<file path="src/rtl/rr_pkg.sv">
// Shared constants and types for the rename-stage free list.
// Holds the default sizing of the physical register file and the
// checkpoint request record used by the free list top level.
package rr_pkg;

    localparam int unsigned P_REGISTERS = 64;
    localparam int unsigned L_REGISTERS = 32;
    localparam int unsigned ALLOC_W     = 2;
    localparam int unsigned REL_W       = 2;
    localparam int unsigned C_NUM       = 4;
    localparam int unsigned PREG_W      = $clog2(P_REGISTERS);
    localparam int unsigned CKPT_ID_W   = (C_NUM > 1) ? $clog2(C_NUM) : 1;
    localparam int unsigned LANE_W      = (ALLOC_W > 1) ? $clog2(ALLOC_W) : 1;

    // Checkpoint save request after flush arbitration.
    typedef struct packed {
        logic                 valid;
        logic [CKPT_ID_W-1:0] id;
        logic [LANE_W-1:0]    lane;
    } ckpt_req_t;

endpackage

</file>
<file path="src/rtl/fl_popcount_prefix.sv">
// Per-lane prefix population count.
// Ports:
//   bits_i  - lane enable vector
//   excl_o  - per lane, number of set bits strictly below that lane
//   total_o - number of set bits in bits_i
module fl_popcount_prefix #(
    parameter  int unsigned W     = 2,
    localparam int unsigned CNT_W = $clog2(W + 1)
) (
    input  logic [W-1:0]            bits_i,
    output logic [W-1:0][CNT_W-1:0] excl_o,
    output logic [CNT_W-1:0]        total_o
);

    logic [CNT_W-1:0] acc;

    always_comb begin
        acc = '0;
        for (int k = 0; k < W; k++) begin
            excl_o[k] = acc;
            acc       = acc + CNT_W'(bits_i[k]);
        end
        total_o = acc;
    end

endmodule

</file>
<file path="src/rtl/rr_free_list_ckpt.sv">
// Physical register free list with branch checkpoints.
// Circular buffer of free pregs; head advances on allocation, tail on
// release. Checkpoints capture the head so a flush returns every
// speculatively allocated preg in a single cycle.
// Ports:
//   clk, rst_n        - clock, asynchronous active-low reset
//   alloc_req_i       - per-lane allocation request (contiguous from lane 0)
//   alloc_grant_o     - all requested lanes granted
//   alloc_preg_o      - allocated preg per lane (lane 0 in the low bits)
//   ckpt_save_i/id/lane - save head position after the branch's lane
//   rel_valid_i/preg  - pregs returned from commit
//   flush_valid_i/rat_id - restore head from a checkpoint
//   free_count_o      - number of free pregs
//   empty_lt_alloc_o  - fewer than ALLOC_W pregs free
module rr_free_list_ckpt #(
    parameter  int unsigned P_REGISTERS = rr_pkg::P_REGISTERS,
    parameter  int unsigned L_REGISTERS = rr_pkg::L_REGISTERS,
    parameter  int unsigned ALLOC_W     = rr_pkg::ALLOC_W,
    parameter  int unsigned REL_W       = rr_pkg::REL_W,
    parameter  int unsigned C_NUM       = rr_pkg::C_NUM,
    localparam int unsigned FREE_DEPTH  = P_REGISTERS - L_REGISTERS,
    localparam int unsigned PREG_W      = $clog2(P_REGISTERS),
    localparam int unsigned IDX_W       = $clog2(FREE_DEPTH),
    localparam int unsigned PTR_W       = IDX_W + 1,
    localparam int unsigned ID_W        = (C_NUM > 1) ? $clog2(C_NUM) : 1,
    localparam int unsigned LANE_W      = (ALLOC_W > 1) ? $clog2(ALLOC_W) : 1
) (
    input  logic                      clk,
    input  logic                      rst_n,
    input  logic [ALLOC_W-1:0]        alloc_req_i,
    output logic                      alloc_grant_o,
    output logic [ALLOC_W*PREG_W-1:0] alloc_preg_o,
    input  logic                      ckpt_save_i,
    input  logic [ID_W-1:0]           ckpt_id_i,
    input  logic [LANE_W-1:0]         ckpt_lane_i,
    input  logic [REL_W-1:0]          rel_valid_i,
    input  logic [REL_W*PREG_W-1:0]   rel_preg_i,
    input  logic                      flush_valid_i,
    input  logic [ID_W-1:0]           flush_rat_id_i,
    output logic [PTR_W-1:0]          free_count_o,
    output logic                      empty_lt_alloc_o
);

    localparam int unsigned ACNT_W = $clog2(ALLOC_W + 1);
    localparam int unsigned RCNT_W = $clog2(REL_W + 1);

    if ((FREE_DEPTH & (FREE_DEPTH - 1)) != 0) begin : g_depth_check
        $error("FREE_DEPTH must be a power of two");
    end

    logic [PREG_W-1:0] mem_q [FREE_DEPTH];
    logic [PREG_W-1:0] mem_d [FREE_DEPTH];
    logic [PTR_W-1:0]  head_q, head_d, tail_q, tail_d;
    logic [PTR_W-1:0]  ckpt_q [C_NUM];
    logic [PTR_W-1:0]  ckpt_d [C_NUM];

    logic [ALLOC_W-1:0][ACNT_W-1:0] alloc_excl;
    logic [ACNT_W-1:0]              alloc_n, alloc_incl;
    logic [REL_W-1:0][RCNT_W-1:0]   rel_excl;
    logic [RCNT_W-1:0]              rel_n;
    rr_pkg::ckpt_req_t              ckpt_req;

    fl_popcount_prefix #(.W(ALLOC_W)) u_alloc_cnt (
        .bits_i  (alloc_req_i),
        .excl_o  (alloc_excl),
        .total_o (alloc_n)
    );

    fl_popcount_prefix #(.W(REL_W)) u_rel_cnt (
        .bits_i  (rel_valid_i),
        .excl_o  (rel_excl),
        .total_o (rel_n)
    );

    assign free_count_o     = tail_q - head_q;
    assign empty_lt_alloc_o = free_count_o < PTR_W'(ALLOC_W);
    assign alloc_grant_o    = (alloc_n != '0) && (free_count_o >= PTR_W'(alloc_n))
                              && !flush_valid_i;

    // Allocations up to and including the branch's own lane belong before the checkpoint.
    assign alloc_incl = alloc_excl[ckpt_lane_i] + ACNT_W'(alloc_req_i[ckpt_lane_i]);

    // A flush in the same cycle wins over the save.
    assign ckpt_req = '{valid: ckpt_save_i && !flush_valid_i, id: ckpt_id_i, lane: ckpt_lane_i};

    always_comb begin
        for (int i = 0; i < ALLOC_W; i++) begin
            alloc_preg_o[i*PREG_W +: PREG_W] = mem_q[head_q[IDX_W-1:0] + IDX_W'(i)];
        end
    end

    always_comb begin
        mem_d = mem_q;
        for (int k = 0; k < REL_W; k++) begin
            if (rel_valid_i[k]) begin
                mem_d[tail_q[IDX_W-1:0] + IDX_W'(rel_excl[k])] = rel_preg_i[k*PREG_W +: PREG_W];
            end
        end
        tail_d = tail_q + PTR_W'(rel_n);

        head_d = head_q;
        if (flush_valid_i) begin
            head_d = ckpt_q[flush_rat_id_i];
        end else if (alloc_grant_o) begin
            head_d = head_q + PTR_W'(alloc_n);
        end

        ckpt_d = ckpt_q;
        if (ckpt_req.valid) begin
            ckpt_d[ckpt_req.id] = alloc_grant_o ? head_q + PTR_W'(alloc_incl) : head_q;
        end
    end

    always_ff @(posedge clk or negedge rst_n) begin
        if (!rst_n) begin
            for (int i = 0; i < FREE_DEPTH; i++) begin
                mem_q[i] <= PREG_W'(L_REGISTERS + i);
            end
            for (int c = 0; c < C_NUM; c++) begin
                ckpt_q[c] <= '0;
            end
            head_q <= '0;
            tail_q <= PTR_W'(FREE_DEPTH);
        end else begin
            mem_q  <= mem_d;
            ckpt_q <= ckpt_d;
            head_q <= head_d;
            tail_q <= tail_d;
        end
    end

`ifndef SYNTHESIS
    logic [PTR_W:0]       fill_after_rel;
    logic [PTR_W-1:0]     restore_dist;
    logic [ALLOC_W-1:0]   req_plus1;

    assign fill_after_rel = (PTR_W+1)'(free_count_o) + (PTR_W+1)'(rel_n);
    assign restore_dist   = tail_q - ckpt_q[flush_rat_id_i];
    assign req_plus1      = alloc_req_i + ALLOC_W'(1);

    a_rel_overflow : assert property (@(posedge clk) disable iff (!rst_n)
        fill_after_rel <= (PTR_W+1)'(FREE_DEPTH));
    a_req_contig : assert property (@(posedge clk) disable iff (!rst_n)
        (alloc_req_i & req_plus1) == '0);
    a_restore_dist : assert property (@(posedge clk) disable iff (!rst_n)
        flush_valid_i |-> restore_dist <= PTR_W'(FREE_DEPTH));
`endif

endmodule

</file>
<file path="config.mk">
export PLATFORM = sky130hd
export DESIGN_NAME = rr_free_list_ckpt
export DESIGN_NICKNAME = d
export VERILOG_FILES = /design/src/rtl/rr_pkg.sv /design/src/rtl/fl_popcount_prefix.sv /design/src/rtl/rr_free_list_ckpt.sv
export SDC_FILE = /design/constraint.sdc
export NUM_CORES = 1
export LEC_CHECK = 0
export BUFFER_PORTS_ARGS = -buffer_cell sky130_fd_sc_hd__buf_2
export CAP_MARGIN = 0
export CORE_MARGIN = 10
export CORE_UTILIZATION = 50
export DETAILED_ROUTE_END_ITERATION = 8
export GPL_TIMING_DRIVEN = 0
export HOLD_SLACK_MARGIN = 0.06
export PLACE_DENSITY_LB_ADDON = 0.1
export SYNTH_ARGS = -nofsm -noshare
export SYNTH_HDL_FRONTEND = slang
export SYNTH_SLANG_ARGS = --single-unit
</file>
<file path="constraint.sdc">
create_clock -name clk -period 5.1 [get_ports clk]
set_input_delay 0 -clock clk [delete_from_list [all_inputs] [get_ports clk]]
set_output_delay 0 -clock clk [all_outputs]
set_load 0.02 [all_outputs]
</file>
## Word level (Yosys, flattened, before mapping)

Cells that the tools add are included.

- Flip-flop bits (word level): 228
- Input bits: 25
- Output and inout port bits: 20

- Add/sub/neg operators: 9
- Order comparisons: 12
- Mux-type cells: 27
- Bitwise logic cells: 6
- Reduce and logical (&&, ||, !) cells: 9

Operators by type and width:

| kind | count |
|---|---|
| bitwise mux 192 bit | 2 |
| 2-to-1 mux 192 bit | 2 |
| 2-to-1 mux 6 bit | 12 |
| binary-select mux 6 bit (select 5 bit) | 2 |
| demux 6 bit (select 5 bit) | 2 |
| bitwise mux 24 bit | 1 |
| >= comparator 6 bit (second input constant) | 4 |
| NOT 5 -> 6 bit | 4 |
| adder 6 x 2 -> 6 bit | 3 |
| binary-select mux 6 bit (select 2 bit) | 1 |
| demux 6 bit (select 2 bit) | 1 |
| < comparator 6 x 1 -> 1 bit (second input constant) | 2 |
| >= comparator 3 bit (second input constant) | 2 |
| >= comparator 6 x 2 -> 1 bit | 1 |
| logical AND 1 bit | 6 |
| < comparator 6 x 2 -> 1 bit (second input constant) | 1 |
| NOT 2 -> 3 bit | 2 |
| subtractor 6 bit | 1 |
| adder 5 x 1 -> 5 bit | 1 |
| adder 5 x 1 -> 5 bit (second input constant) | 1 |
| adder 1 x 1 -> 2 bit | 2 |
| nonzero test 2 bit | 2 |
| < comparator 3 x 1 -> 1 bit (second input constant) | 1 |
| 2-to-1 mux 1 bit | 3 |
| other kinds (4) | 4 |

## Longest topological paths before layout

- Word-level depth: 9
- Gate-level depth with buffers: 14
- Mapped depth without buffers: 11

## Hierarchy

Synthesis repeated with hierarchy kept, for this count alone.

- Cells, all modules: 1399
- Area total of the unflattened synthesis: 14938.1 µm²

By module, submodules not included:

| module | times used | cells each | area each (µm²) |
|---|---|---|---|
| rr_free_list_ckpt | 1 | 1387 | 14845.5 |
| fl_popcount_prefix | 2 | 6 | 46.3 |

## Worst setup path after synthesis

Ideal clock, no wire load.

- Path kind: register -> register
- Start: reg head_q[1]
- End: reg ckpt_q[5] (netlist bit)
- Setup time: 139 ps
- Data arrival time: 3832 ps
- Data required time: 4961 ps
- Setup slack: 1130 ps
- Stages on the path, launching flop included: 14
- Buffers on the path: 4
- Clock period less this slack: 3970 ps
- Path through: dfrtp_1 clkbuf_1 clkbuf_1 buf_1 inv_1 fa_1 a21o_1 a21oi_1 xnor2_1 or4_1 nor2_1 buf_2 mux2i_1 a21oi_1

- Word-level cells in the longest chain between the ends: 6
- Elaborated cells between the ends (all ways): 7
- Those cells by class: add/sub (2); order compare (1); mux (2); reduce/logical (2)

RTL lines:

| what | line | text |
|---|---|---|
| start: declaration | rr_free_list_ckpt.sv:53 | `logic [PTR_W-1:0] head_q, head_d, tail_q, tail_d;` |
| start signal: assignment | rr_free_list_ckpt.sv:122 | `head_q <= '0;` |
| start signal: assignment | rr_free_list_ckpt.sv:127 | `head_q <= head_d;` |
| subtractor 6 bit | rr_free_list_ckpt.sv:75 | `assign free_count_o = tail_q - head_q;` |
| named net free_count_o[4] | rr_free_list_ckpt.sv:40 | `output logic [PTR_W-1:0] free_count_o,` |
| >= comparator 6 x 2 -> 1 bit | rr_free_list_ckpt.sv:77 | `assign alloc_grant_o = (alloc_n != '0) && (free_count_o >= PTR_W'(alloc_n))` |
| logical AND 1 bit | rr_free_list_ckpt.sv:77 |  |
| logical AND 1 bit | rr_free_list_ckpt.sv:78 | `&& !flush_valid_i;` |
| 2-to-1 mux 6 bit | rr_free_list_ckpt.sv:110 | `ckpt_d[ckpt_req.id] = alloc_grant_o ? head_q + PTR_W'(alloc_incl) : head_q;` |
| bitwise mux 24 bit | rr_free_list_ckpt.sv:110 |  |
| end signal: assignment | rr_free_list_ckpt.sv:126 | `ckpt_q <= ckpt_d;` |
| end: declaration | rr_free_list_ckpt.sv:54 | `logic [PTR_W-1:0] ckpt_q [C_NUM];` |

The timed path passes the listed nets, and every way through them passes these cells.
A chain may end at the register's enable or synchronous reset.

## Worst setup path after layout

- Start: reg head_q[1]
- End: out alloc_grant_o

- Word-level cells in the longest chain between the ends: 4

RTL lines:

| what | line | text |
|---|---|---|
| subtractor 6 bit | rr_free_list_ckpt.sv:75 |  |
| >= comparator 6 x 2 -> 1 bit | rr_free_list_ckpt.sv:77 |  |
| logical AND 1 bit | rr_free_list_ckpt.sv:77 |  |
| logical AND 1 bit | rr_free_list_ckpt.sv:78 |  |
| end: declaration | rr_free_list_ckpt.sv:31 | `output logic alloc_grant_o,` |

No other way between the ends.

==> results.json <==
{
  "grt_pass1_vias": 11900,
  "first_pass_iters": 6,
  "yosysWarningCount": 0,
  "timing.fmax_mhz": 210,
  "place.gp.congestion": 1.01,
  "netlist.area_leader.share_pct": 20.2,
  "maxCapViolations": 0,
  "cp_cell_sequence": "clkbuf_1 -> clkbuf_2 -> buf_2 -> inv_1 -> fa_1 -> a21o_1 -> a21oi_1 -> xnor2_1 -> or4_1 -> o21ai_1 -> inv_1 -> buf_2",
  "endpoint_kind": "primary output",
  "critical_path_class": "register to primary output",
  "drtIter0Drc": 1521,
  "r2r_start": "head_q[1]",
  "grt_max_degree": 91,
  "cts_max_path_buffers": 3,
  "path_buf_inv": 6,
  "rsz0062_at_grt": "no",
  "synth_most_common_cell": "mux2i_1",
  "drc_errors": 0,
  "antenna_found_initial": 1,
  "start_util_pct": 51.0,
  "syn_inst": 1383,
  "viasPerCell": 6.36,
  "finClkSkew_ns": 0.0127,
  "drive_gt1_share_pct": 23.3,
  "netlist_top_cells_count": "mux2i_1 (207), nand2_1 (176), nor2_1 (147)",
  "synthTopCellsByArea": "dfstp_2 (20%), dfrtp_1 (20%), mux4_2 (19%)",
  "maxSlewHeadroom_pct": 11.6,
  "cp_data_required_time_ns": 5.10,
  "rows": 62,
  "avgRoutedWirePerCell_um": 27.5,
  "die-area_um2": 36700,
  "globalRoute.totalOverflow": 0,
  "p_total_mw": 13.1,
  "worst-slew-pin-transition_ns": 1.31,
  "post-route-min-period_ns": 4.76,
  "ys_seq_elements": 228,
  "stdcell_area_um2": 16700,
  "grt_first_pass_wirelength_um": 78400,
  "pin_count": 45,
  "die_w_um": 192,
  "r2r_setup_slack_ns": 0.39,
  "reg2regPathDepth": 13,
  "yosysTopAreaCell": "dfstp_2",
  "area_growth_pct": 13.6,
  "cp_slowest_cell": "or4_1",
  "portBuffers": 43,
  "fillers": 2516,
  "synth-edff-count": 0,
  "syn_area_per_cell_um2": 10.6,
  "clk-insertion-delay-late_ns": 0.56,
  "post_cts_buffers": 0,
  "dr_wl_met2_um": 22900,
  "antenna_cells": 0,
  "cp_num_cells": 12,
  "fin_util_pct": 58.0,
  "top_layer": "met4",
  "placed_area_um2": 15500,
  "drv_slew": 0,
  "nNetsFinal": 1528,
  "met3WireLength_um": 5150,
  "finalHoldViolCount": 0,
  "clkSlewWorstSetupHoldPaths_ns": 0.06,
  "wl_um": 51900,
  "worstPathArrival_ns": 4.76,
  "h-tree-depth": 1,
  "die_h_um": 192,
  "peakVddDrop_v": 0.000585,
  "fin_hold_ws_ns": 0.0757,
  "power.density_nw_per_um2": 782,
  "min_path_cells": 6,
  "syn_nets": 1430,
  "cts_root_buffer": "clkbuf_16",
  "crit_path_max_fanout": 10,
  "fin_crit_sh_pct": 93.3,
  "grt_use_total_pct": 28.6,
  "crit_start": "head_q[1]",
  "core_area_um2": 28900,
  "tritoncts": "done",
  "ys_types": 46,
  "run_status": "completed",
  "synth_area_um2": 14700,
  "worstSetupStartpointType": "register",
  "ant_nets": 0,
  "max_stage_delay_ns": 0.68,
  "min_from": "alloc_req_i[1]",
  "yosysSeqAreaShare_pct": 39.7,
  "power_leakage_nw": 6.76,
  "cts_made_buffers": 28,
  "cpLargestDelayFamily": "buffers and inverters",
  "cts_sinks": 228,
  "dpl.hpwl_um": 37800,
  "dr_total_vias": 12000,
  "hp-class": "primary input to register",
  "finalSetupViolCount": 0,
  "wl_met1_um": 21300,
  "yosys_most_used_dff": "dfrtp_1",
  "async_flop_share_pct": 100
}
sequential cells by signal, summed over array words and instances, names as in the netlist:
register,cells
ckpt_q,24
head_q,6
mem_q,192
tail_q,6
where the power goes:
part	switching [mW]	leakage [nW]	internal [mW]
combinational	4.00	3.70	3.18
clock	0.825	0.483	1.34
sequential	0.752	2.58	2.98
total	5.58	6.76	7.50
final cells by class:
type                            count  area (um^2)  share of cell area, %
Buffer                            119          469                   2.80
Sequential cell                   228         5850                   34.9
Timing Repair Buffer               68          520                   3.11
Inverter                           21         78.8                  0.471
Clock buffer                       42          845                   5.05
Clock inverter                     10          158                  0.942
Multi-Input combinational cell   1015         8330                   49.8
Tap cell                          384          480                   2.87
logic make-up (layout without fill, tap and decap cells):
kind of cell	after synthesis	after routing	synth area share, %
fa+ha+maj	22	22	2.07
buf+inv	140	260	3.70
xor+xnor	15	15	0.892
flops	228	228	39.7
simple gates	382	382	10.7
compound gates	256	256	9.04
mux	340	340	33.9
metrics by stage:
stage | cells | setup slack (ns) | TNS (ns)
floorplan | 1383 | 1.13 | 0
global placement | 1810 | -0.223 | -23.81
detailed placement | 1812 | -0.173 | -1.56
CTS | 1887 | 0.141 | 0
global route | 1887 | 0.167 | 0
finish | 1887 | 0.341 | 0
per-layer routing:
layer  global-route usage, %  vias to the layer above
met3                    7.76                      132
met5                       0                        -
li1                        -                     5227
met4                    11.7                        0
met1                    38.2                     6039
met2                    43.3                      598
cells in the final DEF (no fill, tap or decap), types with 6 or more instances in the layout:
cell / n
mux2i_1: 207
nand2_1: 176
nor2_1: 147
mux4_2: 126
o21ai_0: 118
a21oi_1: 117
dfrtp_1: 115
dfstp_2: 113
clkbuf_1: 109
buf_2: 47
clkbuf_16: 29
dlygate4sd3_1: 22
inv_1: 19
ha_1: 18
nor3_1: 11
xnor2_1: 10
nand3_1: 9
buf_1: 8
mux2_2: 7
clkbuf_8: 7
a31oi_1: 6
nand2b_1: 6
tightest hold or removal path, stage by stage:
cell and delay, ns:
buf_2 0.12, inv_1 0.05, ha_1 0.14, ha_1 0.12, o211ai_1 0.08, o211ai_1 0.08
worst paths after layout:
check                                end
min in group asynchronous      tail_q[5]
max in group asynchronous      mem_q[76]
setup reg to reg               head_q[4]
setup / recovery           alloc_grant_o
hold reg to reg                ckpt_q[7]
hold / removal                 head_q[0]
repair_timing:
action | 4_1_cts | 5_1_grt
cloned | 0 | 0
hold buffers | 23 | 0
endpoints found under the hold margin | 192 | 0
setup endpoints to repair | 18 | 6
gates resized for setup | 1 | 2
Power figures use the tool's default switching activity.
